### src/rtl/prog_mem_pkg.sv
// Shared types and helpers for the program memory controller.
// Optional feature macro: PROG_MEM_PARITY_EN (per-word even parity).
package prog_mem_pkg;

  // Controller operating modes
  typedef enum logic [1:0] {
    ST_IDLE   = 2'd0,
    ST_LOAD   = 2'd1,
    ST_RUN    = 2'd2,
    ST_HALTED = 2'd3
  } state_e;

  localparam int unsigned ADDR_W_DFLT  = 8;
  localparam int unsigned CODE_W_DFLT  = 16;
  localparam int unsigned OP_W_DFLT    = 4;
  localparam int unsigned CYC_W_DFLT   = 16;
  localparam logic [3:0]  HALT_OP_DFLT = 4'hF;

  // Widest word the helpers handle; callers zero-extend into this
  localparam int unsigned PKG_MAX_W = 64;

  // Opcode field: the top op_w bits of a code_w-bit word, right-aligned
  function automatic logic [PKG_MAX_W-1:0] op_field(
    input logic [PKG_MAX_W-1:0] word,
    input int unsigned          code_w,
    input int unsigned          op_w
  );
    logic [PKG_MAX_W-1:0] mask;
    mask = ~({PKG_MAX_W{1'b1}} << op_w);
    return (word >> (code_w - op_w)) & mask;
  endfunction

  // Even parity: the bit that makes the total number of ones even
  function automatic logic even_par(input logic [PKG_MAX_W-1:0] word);
    return ^word;
  endfunction

endpackage

### src/rtl/prog_mem_if.sv
// Loader, run-control and fetch signals of the program memory controller.
// Optional feature macro: PROG_MEM_PARITY_EN adds par_err.
interface prog_mem_if
  import prog_mem_pkg::*;
#(
  parameter int unsigned ADDR_W = ADDR_W_DFLT,
  parameter int unsigned CODE_W = CODE_W_DFLT,
  parameter int unsigned CYC_W  = CYC_W_DFLT
);

  logic              ld_start;
  logic [ADDR_W:0]   ld_len;
  logic              ld_valid;
  logic [CODE_W-1:0] ld_data;
  logic              ld_ready;
  logic              ld_done;
  logic              run_start;
  logic [ADDR_W-1:0] pc;
  logic              fetch_en;
  logic [CODE_W-1:0] code;
  logic              code_valid;
  logic              halt;
  logic [CYC_W-1:0]  cycles;
`ifdef PROG_MEM_PARITY_EN
  logic              par_err;

  modport master (
    output ld_start, ld_len, ld_valid, ld_data, run_start, pc, fetch_en,
    input  ld_ready, ld_done, code, code_valid, halt, cycles, par_err
  );

  modport slave (
    input  ld_start, ld_len, ld_valid, ld_data, run_start, pc, fetch_en,
    output ld_ready, ld_done, code, code_valid, halt, cycles, par_err
  );
`else
  modport master (
    output ld_start, ld_len, ld_valid, ld_data, run_start, pc, fetch_en,
    input  ld_ready, ld_done, code, code_valid, halt, cycles
  );

  modport slave (
    input  ld_start, ld_len, ld_valid, ld_data, run_start, pc, fetch_en,
    output ld_ready, ld_done, code, code_valid, halt, cycles
  );
`endif

endinterface

### src/rtl/prog_mem_ram.sv
// Program storage: one write port, one registered read port, no reset.
module prog_mem_ram
  import prog_mem_pkg::*;
#(
  parameter int unsigned ADDR_W = ADDR_W_DFLT,
  parameter int unsigned DATA_W = CODE_W_DFLT
) (
  input  logic              clk,
  input  logic              i_we,
  input  logic [ADDR_W-1:0] i_waddr,
  input  logic [DATA_W-1:0] i_wdata,
  input  logic              i_re,
  input  logic [ADDR_W-1:0] i_raddr,
  output logic [DATA_W-1:0] o_rdata
);

  localparam int unsigned DEPTH = 2 ** ADDR_W;

  logic [DATA_W-1:0] r_mem [DEPTH];
  logic [DATA_W-1:0] r_rdata;

  // Write on load accept; read data holds until the next read
  always_ff @(posedge clk) begin
    if (i_we) begin
      r_mem[i_waddr] <= i_wdata;
    end
    if (i_re) begin
      r_rdata <= r_mem[i_raddr];
    end
  end

  assign o_rdata = r_rdata;

endmodule

### src/rtl/prog_mem_ctrl.sv
// Program memory controller: runtime loader, registered fetch port,
// halt-opcode detection and a saturating RUN cycle counter.
// Optional feature macro: PROG_MEM_PARITY_EN (stored parity, par_err).
module prog_mem_ctrl
  import prog_mem_pkg::*;
#(
  parameter int unsigned     ADDR_W  = ADDR_W_DFLT,
  parameter int unsigned     CODE_W  = CODE_W_DFLT,
  parameter int unsigned     OP_W    = OP_W_DFLT,
  parameter logic [OP_W-1:0] HALT_OP = OP_W'(HALT_OP_DFLT),
  parameter int unsigned     CYC_W   = CYC_W_DFLT
) (
  input logic       clk,
  input logic       power,
  prog_mem_if.slave bus
);

  localparam int unsigned DEPTH = 2 ** ADDR_W;
`ifdef PROG_MEM_PARITY_EN
  localparam int unsigned MEM_W = CODE_W + 1;
`else
  localparam int unsigned MEM_W = CODE_W;
`endif
  localparam logic [ADDR_W:0]  DEPTH_L = (ADDR_W+1)'(DEPTH);
  localparam logic [ADDR_W:0]  PTR_ONE = (ADDR_W+1)'(1);
  localparam logic [CYC_W-1:0] CYC_ONE = CYC_W'(1);
  localparam logic [CYC_W-1:0] CYC_MAX = '1;

  state_e            r_state;
  logic [ADDR_W:0]   r_len;
  logic [ADDR_W:0]   r_wptr;
  logic              r_ld_ready;
  logic              r_ld_done;
  logic              r_code_valid;
  logic              r_code_init;
  logic              r_halt;
  logic [CYC_W-1:0]  r_cycles;

  state_e            w_next_state;
  logic              w_accept;
  logic              w_rd_en;
  logic              w_load_done;
  logic              w_run_go;
  logic              w_halt_hit;
  logic              w_par_hit;
  logic              w_stop;
  logic [ADDR_W:0]   w_ld_len;
  logic [ADDR_W:0]   w_wptr_inc;
  logic [MEM_W-1:0]  w_wdata;
  logic [MEM_W-1:0]  w_rd_data;
  logic [CODE_W-1:0] w_code;

  assign w_ld_len   = (bus.ld_len > DEPTH_L) ? DEPTH_L : bus.ld_len;
  assign w_wptr_inc = r_wptr + PTR_ONE;
  assign w_code     = w_rd_data[CODE_W-1:0];

  // A word whose fetch completed last edge ends the run this cycle
  assign w_halt_hit = r_code_valid &&
    (op_field(PKG_MAX_W'(w_code), CODE_W, OP_W) == PKG_MAX_W'(HALT_OP));

`ifdef PROG_MEM_PARITY_EN
  logic r_par_err;

  assign w_wdata   = {even_par(PKG_MAX_W'(bus.ld_data)), bus.ld_data};
  assign w_par_hit = r_code_valid && even_par(PKG_MAX_W'(w_rd_data));

  // Parity error flag, sticky until a new load or reset
  always_ff @(posedge clk or negedge power) begin
    if (!power) begin
      r_par_err <= 1'b0;
    end else if (bus.ld_start) begin
      r_par_err <= 1'b0;
    end else if (w_par_hit) begin
      r_par_err <= 1'b1;
    end
  end

  assign bus.par_err = r_par_err | w_par_hit;
`else
  assign w_wdata   = bus.ld_data;
  assign w_par_hit = 1'b0;
`endif

  assign w_stop = w_halt_hit | w_par_hit;

  // Next-state and per-cycle strobes; ld_start overrides everything
  always_comb begin
    w_next_state = r_state;
    w_accept     = 1'b0;
    w_rd_en      = 1'b0;
    w_load_done  = 1'b0;
    w_run_go     = 1'b0;
    if (bus.ld_start) begin
      if (w_ld_len == '0) begin
        w_next_state = ST_IDLE;
        w_load_done  = 1'b1;
      end else begin
        w_next_state = ST_LOAD;
      end
    end else begin
      case (r_state)
        ST_IDLE, ST_HALTED: begin
          if (bus.run_start) begin
            w_next_state = ST_RUN;
            w_run_go     = 1'b1;
          end
        end
        ST_LOAD: begin
          if (bus.ld_valid && r_ld_ready) begin
            w_accept = 1'b1;
            if (w_wptr_inc == r_len) begin
              w_next_state = ST_IDLE;
              w_load_done  = 1'b1;
            end
          end
        end
        ST_RUN: begin
          if (w_stop) begin
            w_next_state = ST_HALTED;
          end else if (bus.fetch_en) begin
            w_rd_en = 1'b1;
          end
        end
        default: w_next_state = ST_IDLE;
      endcase
    end
  end

  // State register
  always_ff @(posedge clk or negedge power) begin
    if (!power) begin
      r_state <= ST_IDLE;
    end else begin
      r_state <= w_next_state;
    end
  end

  // Load length, write pointer and loader handshake outputs
  always_ff @(posedge clk or negedge power) begin
    if (!power) begin
      r_len      <= '0;
      r_wptr     <= '0;
      r_ld_ready <= 1'b0;
      r_ld_done  <= 1'b0;
    end else begin
      r_ld_ready <= (w_next_state == ST_LOAD);
      r_ld_done  <= w_load_done;
      if (bus.ld_start) begin
        r_len  <= w_ld_len;
        r_wptr <= '0;
      end else if (w_accept) begin
        r_wptr <= w_wptr_inc;
      end
    end
  end

  // Fetch status and sticky halt
  always_ff @(posedge clk or negedge power) begin
    if (!power) begin
      r_code_valid <= 1'b0;
      r_code_init  <= 1'b0;
      r_halt       <= 1'b0;
    end else begin
      r_code_valid <= w_rd_en;
      if (w_rd_en) begin
        r_code_init <= 1'b1;
      end
      if (bus.ld_start || w_run_go) begin
        r_halt <= 1'b0;
      end else if (w_stop) begin
        r_halt <= 1'b1;
      end
    end
  end

  // RUN cycle counter: cleared on run entry, saturating, frozen elsewhere
  always_ff @(posedge clk or negedge power) begin
    if (!power) begin
      r_cycles <= '0;
    end else if (w_run_go) begin
      r_cycles <= '0;
    end else if ((r_state == ST_RUN) && (w_next_state == ST_RUN) &&
                 (r_cycles != CYC_MAX)) begin
      r_cycles <= r_cycles + CYC_ONE;
    end
  end

  prog_mem_ram #(
    .ADDR_W (ADDR_W),
    .DATA_W (MEM_W)
  ) u_ram (
    .clk     (clk),
    .i_we    (w_accept),
    .i_waddr (r_wptr[ADDR_W-1:0]),
    .i_wdata (w_wdata),
    .i_re    (w_rd_en),
    .i_raddr (bus.pc),
    .o_rdata (w_rd_data)
  );

  // Code reads as zero until the first fetch after reset
  assign bus.code       = r_code_init ? w_code : '0;
  assign bus.code_valid = r_code_valid;
  assign bus.halt       = r_halt | w_stop;
  assign bus.cycles     = r_cycles;
  assign bus.ld_ready   = r_ld_ready;
  assign bus.ld_done    = r_ld_done;

endmodule

### src/flat_wrapper.sv
// flat-port wrapper written by rule: the top's interface ports become plain ports
module prog_mem_ctrl_flat import prog_mem_pkg::*;
#(
  parameter int unsigned     ADDR_W  = ADDR_W_DFLT,
  parameter int unsigned     CODE_W  = CODE_W_DFLT,
  parameter int unsigned     OP_W    = OP_W_DFLT,
  parameter logic [OP_W-1:0] HALT_OP = OP_W'(HALT_OP_DFLT),
  parameter int unsigned     CYC_W   = CYC_W_DFLT
)
  (clk, power, bus_ld_start, bus_ld_len, bus_ld_valid, bus_ld_data, bus_run_start, bus_pc, bus_fetch_en, bus_ld_ready, bus_ld_done, bus_code, bus_code_valid, bus_halt, bus_cycles);
  prog_mem_if #(.ADDR_W(ADDR_W), .CODE_W(CODE_W), .CYC_W(CYC_W)) bus_i ();
  input logic clk;
  input logic power;
  input wire logic [$bits(bus_i.ld_start)-1:0] bus_ld_start;
  input wire logic [$bits(bus_i.ld_len)-1:0] bus_ld_len;
  input wire logic [$bits(bus_i.ld_valid)-1:0] bus_ld_valid;
  input wire logic [$bits(bus_i.ld_data)-1:0] bus_ld_data;
  input wire logic [$bits(bus_i.run_start)-1:0] bus_run_start;
  input wire logic [$bits(bus_i.pc)-1:0] bus_pc;
  input wire logic [$bits(bus_i.fetch_en)-1:0] bus_fetch_en;
  output wire logic [$bits(bus_i.ld_ready)-1:0] bus_ld_ready;
  output wire logic [$bits(bus_i.ld_done)-1:0] bus_ld_done;
  output wire logic [$bits(bus_i.code)-1:0] bus_code;
  output wire logic [$bits(bus_i.code_valid)-1:0] bus_code_valid;
  output wire logic [$bits(bus_i.halt)-1:0] bus_halt;
  output wire logic [$bits(bus_i.cycles)-1:0] bus_cycles;
  assign bus_i.ld_start = bus_ld_start;
  assign bus_i.ld_len = bus_ld_len;
  assign bus_i.ld_valid = bus_ld_valid;
  assign bus_i.ld_data = bus_ld_data;
  assign bus_i.run_start = bus_run_start;
  assign bus_i.pc = bus_pc;
  assign bus_i.fetch_en = bus_fetch_en;
  assign bus_ld_ready = bus_i.ld_ready;
  assign bus_ld_done = bus_i.ld_done;
  assign bus_code = bus_i.code;
  assign bus_code_valid = bus_i.code_valid;
  assign bus_halt = bus_i.halt;
  assign bus_cycles = bus_i.cycles;
  prog_mem_ctrl #(.ADDR_W(ADDR_W), .CODE_W(CODE_W), .OP_W(OP_W), .HALT_OP(HALT_OP), .CYC_W(CYC_W)) u_core (.clk(clk), .power(power), .bus(bus_i));
endmodule
### config.mk
export PLATFORM = sky130hd
export DESIGN_NAME = prog_mem_ctrl_flat
export DESIGN_NICKNAME = d
export VERILOG_FILES = /design/src/rtl/prog_mem_pkg.sv /design/src/rtl/prog_mem_if.sv /design/src/rtl/prog_mem_ram.sv /design/src/rtl/prog_mem_ctrl.sv /design/src/flat_wrapper.sv
export SDC_FILE = /design/constraint.sdc
export NUM_CORES = 2
export LEC_CHECK = 0
export CAP_MARGIN = 20
export CELL_PAD_IN_SITES_DETAIL_PLACEMENT = 0
export CELL_PAD_IN_SITES_GLOBAL_PLACEMENT = 2
export CORE_MARGIN = 3
export CORE_UTILIZATION = 54
export CTS_CLUSTER_SIZE = 28
export DETAILED_ROUTE_END_ITERATION = 12
export PLACE_DENSITY_LB_ADDON = 0.1
export SLEW_MARGIN = 20
export SYNTH_ARGS = -nofsm -noshare
export SYNTH_HDL_FRONTEND = slang
export SYNTH_SLANG_ARGS = --single-unit
### constraint.sdc
create_clock -name clk -period 8.23 [get_ports clk]
set_input_delay 0.823 -clock clk [delete_from_list [all_inputs] [get_ports clk]]
set_output_delay 0.823 -clock clk [all_outputs]
set_load 0.02 [all_outputs]
-- Yosys cells after proc, flatten, opt, wreduce, memory -nomap -nowiden
Memories as Yosys holds them, arrays and structs flattened. A register that Yosys moved wholly into a read port is not among the register bits.
Index checks and enable logic that the tools add are counted.
- word-level logic and storage cells: 65
- memory bits (writable): 4096
- register bits: 41
- ROM bits: 0
- memories kept: 1
- bits in latches: 0
- output and inout bits: 36
- memories (name ; depth ; width ; rd ports ; clocked after memory_dff ; wr ports ; RTL line ; source):
    u_core.u_ram.r_mem ; 256 ; 16 ; 1 ; 1 ; 1 ; prog_mem_ram.sv:19 ; logic [DATA_W-1:0] r_mem [DEPTH];
- bitwise logic cells: 1
- $lt $le $gt $ge: 1
- equal/unequal tests: 8
- shifts and indexed selects: 0
- muxes and demuxes: 32
- add/subtract/negate cells: 2
- reduce and logical (&&, ||, !) cells: 11
- divide/modulo/power cells: 0
- $mul: 0
- operators by type and width (cell ; number):
    16-bit 2-to-1 mux ; 3
    9-bit 2-to-1 mux ; 3
    1-bit 2-to-1 mux ; 20
    16-bit by 1-bit adder with 16-bit output (second input constant) ; 1
    16-bit inequality test (second input constant) ; 1
    2-bit 2-to-1 mux ; 5
    9-bit by 1-bit adder with 9-bit output (second input constant) ; 1
    9-bit == test ; 1
    9-bit > comparator (second input constant) ; 1
    9-bit zero test ; 1
    2-bit == test (second input constant) ; 3
    2-bit one-hot mux with 3 select lines ; 1
    2-bit nonzero test ; 3
    2-bit by 1-bit == test with 1-bit output (second input constant) ; 2
    4-bit == test (second input constant) ; 1
    1-bit logical AND ; 4
    2-bit zero test ; 1
    2-bit OR reduction ; 1
    1-bit logical OR ; 1
    1-bit bitwise OR ; 1

-- Longest topological paths before layout
- word-level depth: 11
- depth in mapped cells: 13

-- Modules after synthesis
From an unflattened synthesis, not the netlist that was laid out.
- cells, all modules: 7638
- area, all modules: 161328.5 µm²
- modules (own cells, without submodules) (module ; cells an instance ; times used ; area an instance (µm²) ; sequential area each (µm²)):
    prog_mem_ram ; 7360 ; 1 ; 158874.9 ; 123478.4
    prog_mem_ctrl ; 278 ; 1 ; 2453.6 ; 1026.0

-- Worst setup path after synthesis
OpenSTA, ideal clock, no wires.
- path type: input port to flip-flop
- start point: input port bus_ld_valid
- end point: memory u_core.u_ram.r_mem[191][0] (netlist name), enable pin
- stages on the path: 3
- arrival time: 2.730 ns
- slack: 5.070 ns
- data required time: 7.800 ns
- path through: nand3_1 nand2b_1 nor4_1
- cells in the longest elaborated chain, start to end: 6
- ends and longest elaborated chain (what ; RTL line ; source):
    start, declared ; flat_wrapper.sv:16 ; input wire logic [$bits(bus_i.ld_valid)-1:0] bus_ld_valid;
    1-bit logical AND ; prog_mem_ctrl.sv:109 ; if (bus.ld_valid && r_ld_ready) begin
    1-bit 2-to-1 mux ; prog_mem_ctrl.sv:109 ;
    1-bit 2-to-1 mux ; prog_mem_ctrl.sv:101 ; case (r_state)
    1-bit 2-to-1 mux ; prog_mem_ctrl.sv:93 ; if (bus.ld_start) begin
    1-bit 2-to-1 mux ; prog_mem_ram.sv:24 ; if (i_we) begin
    1-bit 2-to-1 mux (not written as such) ; prog_mem_ram.sv:25 ; r_mem[i_waddr] <= i_wdata;
    end, declared ; prog_mem_ram.sv:19 ;
No other way between the ends.

-- Worst setup path in the final report
- start point: register u_core.r_state[1]
- end point: memory u_core.u_ram.r_mem[67][13] (netlist name), enable pin
- cells in the longest elaborated chain, start to end: 5
- ends and longest elaborated chain (what ; RTL line ; source):
    start, declared ; prog_mem_ctrl.sv:29 ; state_e r_state;
    start signal, assigned ; prog_mem_ctrl.sv:134 ; r_state <= w_next_state;
    2-bit by 1-bit == test with 1-bit output ; prog_mem_ctrl.sv:101 ;
    1-bit 2-to-1 mux ; prog_mem_ctrl.sv:101 ;
    1-bit 2-to-1 mux ; prog_mem_ctrl.sv:93 ;
    1-bit 2-to-1 mux ; prog_mem_ram.sv:24 ;
    1-bit 2-to-1 mux (not written as such) ; prog_mem_ram.sv:25 ;
No other way between the ends.

==> impl_metrics.py <==
metrics = {
    "outcome": {
        "status": "finished clean",
    },
    "setup_path": {
        "critPathKind": "reg2reg",
        "cp.required_ns": 8.76,
        "crit_slowest_cell": "nor2_2",
        "path_delay_family": "simple AND/OR/NAND/NOR gates",
        "worstPathArrival_ns": 5.24,
        "critPathBufInv": 3,
        "cp_max_fo": 16,
        "path_common_cell": "buf_4",
        "path_cells": "inv_1, ha_1, nand3_1, nand2b_1, buf_4, nor3b_1, buf_4, nand2_1, nor2_2",
        "slowest_delay_ns": 1.08,
        "endpoint_kind": "flop",
        "start_kind": "flop",
    },
    "finish": {
        "layout_common_cells": "4,112 x edfxtp_1, 721 x mux4_2, 694 x mux2i_1, 427 x clkbuf_16, 329 x buf_4",
        "final_common_cell": "edfxtp_1",
        "fillers": 20890,
        "ff_latch_area_um2": 124500,
        "final_nets": 8187,
        "area_delta_synth_final_pct": 12.66,
        "multi_input_area_um2": 34130,
        "final_layout_size_suffix_gt1_frac": 0.2237,
    },
    "cts": {
        "htreeDepth": 5,
        "cts_sinks": 4153,
        "insertion_delay_ns": 0.94,
        "clkTransAtPathRegs_ns": 0.06,
        "post_cts_buffers": 0,
        "cts_buffer_depth": 4,
        "clockRootBuffer": "clkbuf_16",
        "cts_buffers": 417,
        "cts_tree": "built",
    },
    "floorplan": {
        "die_area_um2": 304100,
        "die_h_um": 551.4,
        "initial_core_util": 0.5445,
        "ios": 75,
        "rows": 199,
        "die_w_um": 551.4,
        "coreArea_um2": 295100,
    },
    "timing": {
        "finalCritPeriodShare": 0.5725,
        "rsz0062_at_grt": "no",
        "slew_headroom": 0.1450,
        "finalSetupTns_ns": 0,
        "finalMaxSlewViolations": 0,
        "skew_ns": 0.03529,
        "max_clock_freq_ghz": 0.2122,
        "hold_violations": 0,
        "min_period_ns": 4.712,
        "setup_violations": 0,
        "tightest_slew_ns": 1.283,
    },
    "placed_design": {
        "gp_congestion": 0.8490,
        "hpwl_mm": 276.1,
        "portBuffers": 74,
    },
    "synthesis": {
        "ys_ff_latch": 4153,
        "synth_fp_nets": 7781,
        "netlist_area_um2": 160700,
        "yosys-top-cells-area": "edfxtp_1 77%, mux4_2 10%, mux2i_1 4.3%, a22oi_1 1.4%, nor2_1 0.77%",
        "synth_edf_count": 4112,
        "synthFlopType": "edfxtp_1",
        "yosysTopAreaCell": "edfxtp_1",
        "synth_cell_types": 81,
        "synth.avg_cell_area_um2": 20.77,
        "synthArstFlopShare": 0.009872,
        "yosys_warnings": 0,
        "yosysTopAreaCellShare": 0.7686,
        "syn_inst": 7734,
        "ys_seq_area_frac": 0.7750,
    },
    "global_routing": {
        "use_met2": 0.4648,
        "grt_pass1_wl_mm": 647.1,
        "gr-total-overflow": 0,
        "met3_usage": 0.05558,
        "grt_pass1_vias": 80450,
        "grt_max_degree": 188,
        "antenna_found_initial": 38,
        "top_usage_layer": "met2",
        "grt_use_met1": 0.4565,
        "grt_use_total": 0.3057,
    },
    "detailed_routing": {
        "viasPerCell": 6.614,
        "final_antenna_net_count": 0,
        "avgRoutedWirePerCell_um": 37.47,
        "dr_total_vias": 82220,
        "drt_iter0_drc": 11990,
        "remaining_drc_errors": 0,
        "drt-pass1-iter-count": 6,
        "routed_wl_mm": 465.8,
    },
    "pwr": {
        "power_density_nw_per_um2": 245.7,
        "p_leak_nw": 58.06,
        "max-vdd-ir-drop_mv": 0.2430,
        "finalPower_mw": 44.47,
    },
    "worst_hold_path": {
        "hold_path.class": "in2reg",
    },
    "job": {
        "drv_cap": 0,
    },
}
synth_stat cells, drive strengths merged, types with 21 or more instances:
library cell / instances
buf: 302
clkbuf: 145
nor2b: 29
a21oi: 125
o21ai: 103
nand3: 50
and2: 21
inv: 21
a22oi: 291
o211ai: 33
edfxtp: 4112
nand2: 180
nor2: 331
nand4: 65
mux4: 721
a211oi: 45
mux2i: 694
a22o: 22
a221oi: 23
o22ai: 59
mux2: 41
nor3: 35
dfrtp: 41
o221ai: 28
worst reg2reg max path, stage by stage, from the launching register on:
cell and delay [ns]:
dfrtp_1 0.39, inv_1 0.08, ha_1 0.20, nand3_1 0.36, nand2b_1 0.31, buf_4 0.19
nor3b_1 0.72, buf_4 0.32, nand2_1 0.64, nor2_2 1.11
worst paths after layout:
| path | start | to | slack (ns) | cells past startpoint |
|---|---|---|---|---|
| worst min-delay path | bus_ld_data[14] | u_core.u_ram.r_mem[72][14] | 0.31 | 1 |
| min in group asynchronous | power | u_core.bus.cycles[7] | 0.44 | 2 |
| worst max register to register | u_core.r_state[1] | u_core.u_ram.r_mem[67][13] | 3.52 | 9 |
| worst max-delay path | u_core.r_state[1] | u_core.u_ram.r_mem[67][13] | 3.52 | 9 |
| max in group asynchronous | power | u_core.r_wptr[3] | 7.35 | 2 |
| worst min register to register | u_core.r_len[8] | u_core.r_len[8] | 0.54 | 1 |
flip-flops by register name, summed over array words and instances, names as in the netlist:
register               flops
u_core.r_code_init         1
u_core.bus.cycles         16
u_core.u_ram.r_mem      4096
u_core.bus.ld_ready        1
u_core.bus.code_valid      1
u_core.r_halt              1
u_core.bus.ld_done         1
u_core.r_state             2
u_core.r_wptr              9
u_core.r_len               9
u_core.u_ram.o_rdata      16
through the flow:
stage | utilization | std cells | hold slack [ns] | cell area (µm²) | setup slack, ns
after floorplan | - | 7734 | 0.5008 | 160700 | 5.070
after global placement | 0.5668 | 11630 | 0.5138 | 167200 | 1.872
after detailed placement | 0.5673 | 11640 | 0.5247 | 167400 | 2.689
after CTS | 0.6128 | 12410 | 0.04447 | 180800 | 3.380
after global routing | 0.6133 | 12420 | 0.3043 | 181000 | 3.260
final | 0.6135 | 12430 | 0.3113 | 181000 | 3.518
power breakdown:
part / switching, mW / total, mW / internal [mW]
registers: 0.0413 / 23.3 / 23.3
clock network: 7.93 / 18.7 / 10.8
logic: 1.67 / 2.40 / 0.730
cell type report:
type                    count  share of cell area
multi-input cells        3112              0.1886
clock inverters           252             0.01298
clock buffers             521             0.06126
repair buffers            434             0.02152
flip-flops and latches   4153              0.6879
diodes                     17           0.0002350
well taps                3919             0.02709
inverters                  22           0.0004908
routing by layer:
| metal | vias to the layer above | share of wire |
|---|---|---|
| li1 | 33080 | - |
| met1 | 44160 | 0.41 |
| met2 | 4306 | 0.47 |
| met3 | 667 | 0.094 |
| met4 | 10 | 0.033 |
| met5 | - | 0.00013 |
cell families (layout without fill, tap and decap cells):
family / after synthesis / count (layout) / share of synthesized area
buf+inv: 469 / 1229 / 0.01698
flops: 4153 / 4153 / 0.7750
simple gates: 821 / 821 / 0.02420
xor+xnor: 19 / 19 / 0.001083
compound gates: 808 / 808 / 0.03495
fa+ha+maj: 8 / 8 / 0.0006231
mux: 1456 / 1456 / 0.1472
other cells: 0 / 17 / 0
what timing repair did:
| action | 4_1_cts | 5_1_grt |
|---|---|---|
| resized for setup | 0 | 0 |
| hold buffers | 0 | 1 |
| hold endpoints to repair | 0 | 41 |
No activity file was read; power rests on OpenSTA's default activity.
